$ cat config.mk
export PLATFORM = sky130hd
export DESIGN_NAME = serial_subtractor
export DESIGN_NICKNAME = d
export VERILOG_FILES = /design/src/rtl/serial_subtractor.sv
export SDC_FILE = /design/constraint.sdc
export NUM_CORES = 1
export LEC_CHECK = 0
export ABC_AREA = 1
export BUFFER_PORTS_ARGS = -buffer_cell sky130_fd_sc_hd__buf_2
export CAP_MARGIN = 0
export CORE_MARGIN = 5
export CORE_UTILIZATION = 35
export CTS_CLUSTER_SIZE = 20
export DETAILED_ROUTE_END_ITERATION = 16
export GPL_TIMING_DRIVEN = 0
export PLACE_DENSITY = 0.54
export SLEW_MARGIN = 20
export SYNTH_ARGS = -nofsm -noshare
export SYNTH_HDL_FRONTEND = slang
export SYNTH_SLANG_ARGS = --single-unit
$ cat constraint.sdc
create_clock -name iClk -period 1.82 [get_ports iClk]
set_clock_uncertainty 0.05 [all_clocks]
set_input_delay 0.273 -clock iClk [delete_from_list [all_inputs] [get_ports iClk]]
set_output_delay 0.273 -clock iClk [all_outputs]
set_load 0.02 [all_outputs]
$ cat src/rtl/serial_subtractor.sv
// Bit-serial WIDTH-bit subtractor: a - b - borrowIn, one full-subtractor cell, LSB first.
// start/busy/done handshake; results update only on completion.
module serial_subtractor #(
    parameter int WIDTH = 8
) (
    input  logic             iClk,
    input  logic             iRst,
    input  logic             iStart,
    input  logic [WIDTH-1:0] iData_a,
    input  logic [WIDTH-1:0] iData_b,
    input  logic             iB,
    output logic [WIDTH-1:0] oData,
    output logic             oData_B,
    output logic             oBusy,
    output logic             oDone
);

    localparam int CNT_W = (WIDTH > 1) ? $clog2(WIDTH) : 1;
    localparam logic [CNT_W-1:0] LAST_BIT = CNT_W'(WIDTH - 1);

    typedef enum logic [1:0] {IDLE, RUN, DONE} state_t;

    state_t           state;
    state_t           stateNext;
    logic [WIDTH-1:0] shA;
    logic [WIDTH-1:0] shB;
    logic [WIDTH-1:0] res;
    logic [WIDTH-1:0] resNext;
    logic             br;
    logic [CNT_W-1:0] cnt;
    logic             accept;
    logic             lastBit;
    logic             diffBit;
    logic             borrowNext;

    // Returns {borrowOut, difference} of a - b - bin.
    function automatic logic [1:0] fullSub(input logic a, input logic b, input logic bin);
        logic d;
        logic bo;
        d  = a ^ b ^ bin;
        bo = (~a & b) | (~(a ^ b) & bin);
        return {bo, d};
    endfunction

    always_comb begin
        {borrowNext, diffBit} = fullSub(shA[0], shB[0], br);
        resNext = (res >> 1) | {diffBit, {(WIDTH-1){1'b0}}};
        lastBit = (cnt == LAST_BIT);
        accept  = iStart && ((state == IDLE) || (state == DONE));
    end

    always_comb begin
        stateNext = state;
        case (state)
            IDLE:    if (iStart) stateNext = RUN;
            RUN:     if (lastBit) stateNext = DONE;
            DONE:    stateNext = iStart ? RUN : IDLE;
            default: stateNext = IDLE;
        endcase
    end

    always_ff @(posedge iClk or posedge iRst) begin
        if (iRst) state <= IDLE;
        else      state <= stateNext;
    end

    always_ff @(posedge iClk or posedge iRst) begin
        if (iRst) begin
            shA     <= '0;
            shB     <= '0;
            res     <= '0;
            br      <= 1'b0;
            cnt     <= '0;
            oData   <= '0;
            oData_B <= 1'b0;
        end else if (accept) begin
            shA <= iData_a;
            shB <= iData_b;
            br  <= iB;
            cnt <= '0;
        end else if (state == RUN) begin
            shA <= shA >> 1;
            shB <= shB >> 1;
            res <= resNext;
            br  <= borrowNext;
            // Publish only the completed word; partial results stay internal.
            if (lastBit) begin
                oData   <= resNext;
                oData_B <= borrowNext;
            end else begin
                cnt <= cnt + 1'b1;
            end
        end
    end

    assign oBusy = (state == RUN);
    assign oDone = (state == DONE);

endmodule

# Word level (Yosys, flattened, before mapping)

Cells that the tools add are included.

Bits in registers: 39
Input port bits: 20
Output and inout bits: 11
Word-level logic and storage cells: 45

Add/sub/neg operators: 1
Equal/unequal tests: 6
Multiplexer cells: 13
Bitwise gates (word level): 9
Reduce and logical (&&, ||, !) cells: 8

Operator list:

| operator            | number |
|---|---|
| $mux 8              | 4 |
| $mux 3              | 3 |
| $or 7x8->8          | 1 |
| $pmux 2 s3          | 1 |
| $reduce_and 2->1    | 3 |
| $mux 2              | 2 |
| $ne 2x2->1 const B  | 2 |
| $add 3x1->3 const B | 1 |
| $eq 3x3->1 const B  | 1 |
| $mux 1              | 3 |
| $not 1->1           | 3 |
| $reduce_and 3->1    | 1 |
| $and 1x1->1         | 2 |
| $eq 2x1->1 const B  | 1 |
| $eq 2x2->1 const B  | 1 |
| $logic_not 2->1     | 1 |
| $ne 2x1->1 const B  | 1 |
| $reduce_bool 2->1   | 1 |
| $xor 1x1->1         | 2 |
| $logic_and 1x1->1   | 1 |
| $logic_or 1x1->1    | 1 |
| $or 1x1->1          | 1 |

# Logic depth before layout (Yosys ltp)

Gate-level depths: netlist of the first run.

Depth after elaboration: 6
Depth in mapped cells: 7
Gate-level depth less buffers: 7

# Worst setup path before layout of the first run

No wires, ideal clock.

Kind: reg-to-reg
From: reg cnt[0]
To: reg oData_B
Data arrival time: 1.189 ns
Data required time: 1.694 ns
Setup slack: 0.505 ns
Cell stages (with the launch flop): 7
Path buffers: 1
Clock period less this slack: 1.315 ns
Path through: dfrtp_1 > ha_1 > ha_1 > nand2_2 > buf_2 > nand2_1 > o21ai_1

Cells in the longest elaborated chain, start to end: 2

Ends and longest elaborated chain:

| item                              | line | text |
|---|---|---|
| start, declared                   | 30   | `logic [CNT_W-1:0] cnt;` |
| start signal, assigned            | 91   | `cnt <= cnt + 1'b1;` |
| $eq 3x3->1                        | 48   | `lastBit = (cnt == LAST_BIT);` |
| $reduce_and 3->1 (no source line) | --   |  |
| end signal, assigned              | 89   | `oData_B <= borrowNext;` |
| end, declared                     | 13   | `output logic oData_B,` |

Every way passes these cells.
A chain may end at the register's enable or synchronous reset.

# Worst setup path in the final report of the first run

From: reg state[0]
To: out oDone

Cells in the longest elaborated chain, start to end: 1

Ends and longest elaborated chain:

| item                   | line | text |
|---|---|---|
| start, declared        | 23   | `state_t state;` |
| start signal, assigned | 64   | `else state <= stateNext;` |
| $eq 2x2->1             | 97   | `assign oDone = (state == DONE);` |
| end, declared          | 15   | `output logic oDone` |

Every way passes these cells.

==> load_flow_metrics.sql, run 1 <==
INSERT INTO impl_metrics (metric_group, metric, value, unit) VALUES
('floorplanning', 'floorplan.core_area', '4790', 'µm²'),
('synthesis', 'synth_area', '1750', 'µm²'),
('pwr', 'p_int', '2.18', 'mW'),
('min_path', 'hold_class', 'primary input to flop', ''),
('pwr', 'ir_worst_vdd', '0.000548', 'V'),
('route', 'antenna_left', '0', ''),
('route', 'avgRoutedWirePerCell', '11.2', 'µm'),
('global_route', 'pin_count_of_the_biggest_net_entering_global_routing', '26', ''),
('floorplanning', 'area_enclosed_by_the_die_boundary', '6520', 'µm²'),
('worst_setup_path', 'path_cells', 'buf_2 -> nor2_1 -> buf_2', ''),
('clock_tree', 'ctsResizeCount', '0', ''),
('global_route', 'gr-total-overflow', '0', ''),
('worst_setup_path', 'cpMostUsedCell', 'buf_2', ''),
('floorplanning', 'chipHeight', '80.7', 'µm'),
('global_route', 'groute.usage.overall', '0.131', ''),
('layout', 'final_net_count', '279', ''),
('synthesis', 'sequential_share_of_the_synthesized_area', '0.543', ''),
('run_status', 'run_status', 'finished clean', ''),
('synthesis', 'synthCells', '218', ''),
('pwr', 'power.net_switching', '1.44', 'mW'),
('timing', 'endpoints_failing_hold', '0', ''),
('timing', 'fin_crit_sh', '0.837', ''),
('route', 'drtPass1Iterations', '4', ''),
('place', 'port_buffers', '29', ''),
('timing', 'maxClockFrequency', '656', 'MHz'),
('route', 'drt-vias-per-instance', '4.37', ''),
('clock_tree', 'cts_stage_hold_buffer_count', '1', ''),
('timing', 'grt_setup_unrepaired', 'no', ''),
('worst_setup_path', 'cp_data_required_time', '1.50', 'ns'),
('pwr', 'totalPowerFinal', '3.62', 'mW'),
('min_path', 'timing.hold.worst_path_depth', '3', ''),
('global_route', 'grt_pass1_wl', '6.49', 'mm'),
('clock_tree', 'clock_path_buffers', '2', ''),
('floorplanning', 'rows', '25', ''),
('worst_setup_path', 'cp.depth', '3', ''),
('pwr', 'p_seq_frac', '0.394', ''),
('worst_setup_path', 'critical_path.slowest_cell', 'dfrtp_1', ''),
('pwr', 'combPwrFrac', '0.402', ''),
('worst_setup_path', 'critical_path.startpoint_type', 'flop', ''),
('clock_tree', 'cts-buffers-inserted', '5', ''),
('pwr', 'power_per_cell_area', '1700', 'nW/µm²'),
('worst_setup_path', 'timing.critical_path.slowest_cell_delay', '0.41', 'ns'),
('synthesis', 'synth_cell_type_count', '17', ''),
('pwr', 'swShare', '0.397', ''),
('timing', 'final-setup-viol-count', '0', ''),
('route', 'post-route-drc-count', '0', ''),
('layout', 'most_common_cell_after_layout_fill_and_taps_aside', 'nand2_1', ''),
('global_route', 'first_global_vias', '1390', ''),
('pwr', 'static-leakage-power', '1.22', 'nW'),
('synthesis', 'mappedNetlistNets', '241', ''),
('worst_setup_path', 'buf_inv_stages_crit_path', '2', ''),
('place', 'dp_hpwl', '2.59', 'mm'),
('floorplanning', 'die_w', '80.7', 'µm'),
('route', 'num_vias', '1411', ''),
('floorplanning', 'starting_density', '0.366', ''),
('clock_tree', 'clk_pin_slew_worst_paths', '0.07', 'ns'),
('synthesis', 'post_synth.cell_area_avg', '8.03', 'µm²'),
('worst_setup_path', 'worst-r2r-cell-count', '6', ''),
('clock_tree', 'cts_tree', 'yes', ''),
('layout', 'utilization', '0.443', ''),
('worst_setup_path', 'critPathCaptureType', 'output port', ''),
('route', 'detailedRoute.firstIterationViolations', '90', ''),
('timing', 'timing.setup.tns', '0', 'ns'),
('layout', 'n_antenna_cell', '0', ''),
('clock_tree', 'cts-htree-levels', '2', ''),
('place', 'gp_routability_congestion', '0.701', ''),
('timing', 'fin_crit', '1.52', 'ns'),
('layout', 'final_cell_mix', 'nand2_1, dfrtp_1, inv_1', ''),
('timing', 'slew_headroom', '0.756', ''),
('layout', 'flow.area_growth_from_synthesis', '21.2', '%'),
('run', 'cap_viol_max_count', '0', '');
worst reg2reg max path, stage by stage, from the launching register on:
cell and delay [ns]:
dfrtp_1 0.41, ha_1 0.21, ha_1 0.20, nand2_2 0.17, buf_2 0.26, nand2_1 0.07
o21ai_1 0.07
power by group through the flow:
| stage | sequential [mW] | clock, mW | combinational (mW) |
|---|---|---|---|
| finish | 1.42 | 0.737 | 1.46 |
| global route | 1.48 | 0.783 | 1.72 |
| CTS | 1.43 | 0.752 | 1.49 |
| detailed placement | 1.44 | 0 | 1.48 |
| global placement | 1.43 | 0 | 1.45 |
| floorplan | 1.51 | 0 | 0.994 |
final timing paths:
path                       startpoint       end  slack, ns
setup / recovery             state[0]     oDone       0.30
hold reg to reg                shB[7]    shB[7]       0.42
hold / removal             iData_b[7]    shB[7]       0.12
max in group asynchronous        iRst    shB[3]       0.85
setup reg to reg               cnt[0]   oData_B       0.32
min in group asynchronous        iRst  oData[2]       0.43
cell type report:
cell class / instances / area [µm²]
plain buffers: 6 / 36.3
clock buffers: 6 / 82.6
clock inverters: 1 / 30.0
fillers: 490 / 2660
inverters: 39 / 146
multi-input cells: 135 / 617
flip-flops and latches: 38 / 951
well taps: 67 / 83.8
repair buffers: 31 / 175
metrics by stage:
step | worst slack [ns] | hold WS [ns] | std cells | instance area (µm²)
2_1_floorplan | 0.505 | 0.340 | 218 | 1750
3_3_place_gp | 0.00395 | 0.410 | 314 | 1980
3_5_place_dp | 0.294 | 0.204 | 315 | 2000
4_1_cts | 0.276 | 0.119 | 323 | 2120
5_1_grt | 0.178 | 0.141 | 323 | 2120
6_report | 0.296 | 0.125 | 323 | 2120
layer usage:
| metal | GRT usage | up-vias | routed length [µm] |
|---|---|---|---|
| met1 | 0.169 | 646 | 1760 |
| met4 | 0.0507 | 0 | 59 |
| met3 | 0.0404 | 6 | 167 |
| met2 | 0.206 | 24 | 1650 |
| li1 | - | 735 | - |
| met5 | 0 | - | 0 |
cells in the mapped netlist:
| cell type | count | area, µm² |
|---|---|---|
| nand2_1 | 85 | 319 |
| dfrtp_1 | 38 | 951 |
| inv_1 | 36 | 135 |
| nand3_1 | 24 | 120 |
| o21ai_0 | 8 | 40.0 |
| o21ai_1 | 8 | 40.0 |
| buf_2 | 5 | 25.0 |
| inv_2 | 3 | 11.3 |
| ha_1 | 2 | 25.0 |
| nand2_2 | 2 | 12.5 |
| buf_6 | 1 | 11.3 |
| fa_1 | 1 | 20.0 |
| nand2_4 | 1 | 11.3 |
| nand3b_1 | 1 | 7.51 |
| nor2_1 | 1 | 3.75 |
| nor2_2 | 1 | 6.26 |
| nor2_4 | 1 | 11.3 |
registers in the layout, summed over array words and instances (netlist names):
name	cells
br	1
cnt	3
oData	8
oData_B	1
res	7
shA	8
shB	8
state	2
kinds of logic (layout without fill, tap and decap cells):
group | count (synthesis) | after routing | synth area share
simple gates | 116 | 116 | 0.281
buf+inv | 45 | 83 | 0.104
flops | 38 | 38 | 0.543
compound gates | 16 | 16 | 0.0457
fa+ha+maj | 3 | 3 | 0.0257
(Power assumes the default switching activity.)
==> run 2: changes to the inputs <==
==> constraint.sdc (replaced) <==
create_clock -name iClk -period 1.5 [get_ports iClk]
set_clock_uncertainty 0.05 [all_clocks]
set_input_delay 0.225 -clock iClk [delete_from_list [all_inputs] [get_ports iClk]]
set_output_delay 0.225 -clock iClk [all_outputs]
set_load 0.02 [all_outputs]
==> load_flow_metrics.sql, run 2 (synthesis results as in run 1) <==
INSERT INTO impl_metrics (metric_group, metric, value, unit) VALUES
('timing', 'fin_crit', '1.45', 'ns'),
('worst_setup_path', 'critical_path.max_fanout', '10', ''),
('global_route', 'gr-total-overflow', '0', ''),
('floorplanning', 'rows', '25', ''),
('route', 'drtPass1Iterations', '4', ''),
('worst_setup_path', 'arrival', '1.17', 'ns'),
('worst_setup_path', 'critical_path.startpoint_type', 'flop', ''),
('clock_tree', 'clock_path_buffers', '2', ''),
('route', 'num_vias', '1419', ''),
('place', 'port_buffers', '29', ''),
('floorplanning', 'starting_density', '0.366', ''),
('layout', 'instances_no_fill', '324', ''),
('worst_setup_path', 'timing.setup.critical_path_class', 'flop to output port', ''),
('route', 'antenna_left', '0', ''),
('min_path', 'timing.hold.worst_path_depth', '3', ''),
('place', 'gp_routability_congestion', '0.701', ''),
('route', 'post-route-drc-count', '0', ''),
('run_status', 'run_status', 'finished clean', ''),
('layout', 'flow.area_growth_from_synthesis', '22.5', '%'),
('min_path', 'hold_class', 'primary input to flop', ''),
('layout', 'most_common_cell_after_layout_fill_and_taps_aside', 'nand2_1', ''),
('pwr', 'static-leakage-power', '1.23', 'nW'),
('min_path', 'hold_path_startpoint', 'iData_b[7]', ''),
('worst_setup_path', 'worstReg2RegStart', 'cnt[0]', ''),
('timing', 'maxSlewViolCount', '0', ''),
('floorplanning', 'ioPinCount', '31', ''),
('floorplanning', 'area_enclosed_by_the_die_boundary', '6520', 'µm²'),
('timing', 'fin_crit_sh', '0.964', ''),
('timing', 'max_slew.worst_pin.slew', '0.365', 'ns'),
('timing', 'endpoints_failing_hold', '0', ''),
('layout', 'final_cell_mix', 'nand2_1, dfrtp_1, inv_1', ''),
('route', 'drt-vias-per-instance', '4.38', ''),
('floorplanning', 'chipHeight', '80.7', 'µm'),
('floorplanning', 'die_w', '80.7', 'µm'),
('global_route', 'pin_count_of_the_biggest_net_entering_global_routing', '26', ''),
('clock_tree', 'cts_num_sinks', '38', ''),
('clock_tree', 'cts_tree', 'yes', ''),
('layout', 'n_antenna_cell', '0', ''),
('route', 'avgRoutedWirePerCell', '11.2', 'µm'),
('timing', 'final-setup-viol-count', '0', ''),
('worst_setup_path', 'cp_data_required_time', '1.22', 'ns'),
('route', 'routed_wirelength', '3.64', 'mm'),
('global_route', 'grt_pass1_wl', '6.49', 'mm'),
('clock_tree', 'cts-buffers-inserted', '5', ''),
('worst_setup_path', 'timing.rr.end', 'cnt[1]', ''),
('timing', 'maxClockFrequency', '692', 'MHz'),
('clock_tree', 'clk_root_buffer_cell', 'clkbuf_8', ''),
('global_route', 'groute.usage.overall', '0.131', ''),
('clock_tree', 'clk_pin_slew_worst_paths', '0.07', 'ns'),
('run', 'cap_viol_max_count', '0', ''),
('global_route', 'first_global_vias', '1390', ''),
('layout', 'largestRegisters', 'oData: 8 flops, shA: 8 flops, shB: 8 flops', ''),
('min_path', 'min_to', 'shB[7]', ''),
('place', 'pre_cts_ws', '-0.0261', 'ns'),
('timing', 'slew_headroom', '0.756', ''),
('worst_setup_path', 'critPathCaptureType', 'output port', ''),
('timing', 'grt_setup_unrepaired', 'yes', ''),
('timing', 'final_critical_path_setup_slack', '0.0545', 'ns'),
('route', 'detailedRoute.firstIterationViolations', '93', ''),
('pwr', 'ir_worst_vdd', '0.000724', 'V'),
('pwr', 'power_per_cell_area', '2070', 'nW/µm²'),
('worst_setup_path', 'worst-r2r-cell-count', '6', ''),
('clock_tree', 'cts-htree-levels', '2', ''),
('place', 'dp_hpwl', '2.59', 'mm'),
('timing', 'timing.setup.tns', '0', 'ns'),
('clock_tree', 'clk_latency', '0.29', 'ns'),
('layout', 'drive_above_1_share', '0.214', ''),
('global_route', 'grt_antenna_before_repair', '0', ''),
('worst_setup_path', 'worst-r2r-setup-slack', '0.08', 'ns'),
('pwr', 'totalPowerFinal', '4.44', 'mW'),
('layout', 'final_net_count', '280', ''),
('place', 'total_instance_count_after_detailed_placement', '315', ''),
('layout', 'utilization', '0.448', ''),
('floorplanning', 'floorplan.core_area', '4790', 'µm²');
## run 2: cell count changes in the layout (fill, tap and decap cells not counted)
cell / delta
buf_2: -3
nand2_4: +1
nand2_2: -1
inv_1: -1
ha_1: -1
ha_2: +1
inv_2: +1
buf_4: +4
## run 2: cell type report
| type | instances | area, µm² |
|---|---|---|
| multi-input cells | 135 | 624 |
| flip-flops and latches | 38 | 951 |
| repair buffers | 32 | 185 |
| well taps | 67 | 83.8 |
| inverters | 39 | 146 |
| plain buffers | 6 | 41.3 |
| fillers | 487 | 2640 |
| clock buffers | 6 | 82.6 |
| clock inverters | 1 | 30.0 |
## run 2: per-layer routing
layer / GRT usage / part of all wire
met5: 0 / 0
met4: 0.0507 / 0.016
met3: 0.0404 / 0.042
met2: 0.206 / 0.45
met1: 0.169 / 0.49
## run 2: worst max path at each step
stage                     depth (start not counted)  slack, ns     start      end
after global placement                            2      -0.27      iRst   shB[6]
after detailed placement                          6      -0.03    cnt[0]  oData_B
after floorplan                                   6       0.18    cnt[0]  oData_B
after global routing                              7      -0.03  state[0]   shA[1]
after CTS                                         3       0.01  state[0]    oDone
final                                             3       0.05  state[0]    oBusy
## run 2: repair_timing
action	4_1_cts	5_1_grt
setup buffers	0	1
gates cloned	0	0
setup endpoints to repair	9	22
hold endpoints to repair	13	0
hold buffers	1	0
resized for setup	1	6
## run 2: report_power, final
group          switching (mW)  leakage (nW)  internal, mW
clock                   0.362        0.0573         0.532
sequential              0.240         0.478          1.49
combinational            1.15         0.691         0.659
total                    1.76          1.23          2.68
## run 2: critical path, cell delays in order, from the launching register on
cell,delay [ns]
dfrtp_1,0.39
inv_2,0.12
nor2_4,0.17
buf_2,0.19
## run 2: stage by stage
stage               hold WS, ns  cell area, µm²
global placement          0.379            1980
global route             0.0926            2140
finish                   0.0770            2140
detailed placement        0.156            2000
CTS                      0.0708            2120
floorplan                 0.292            1750
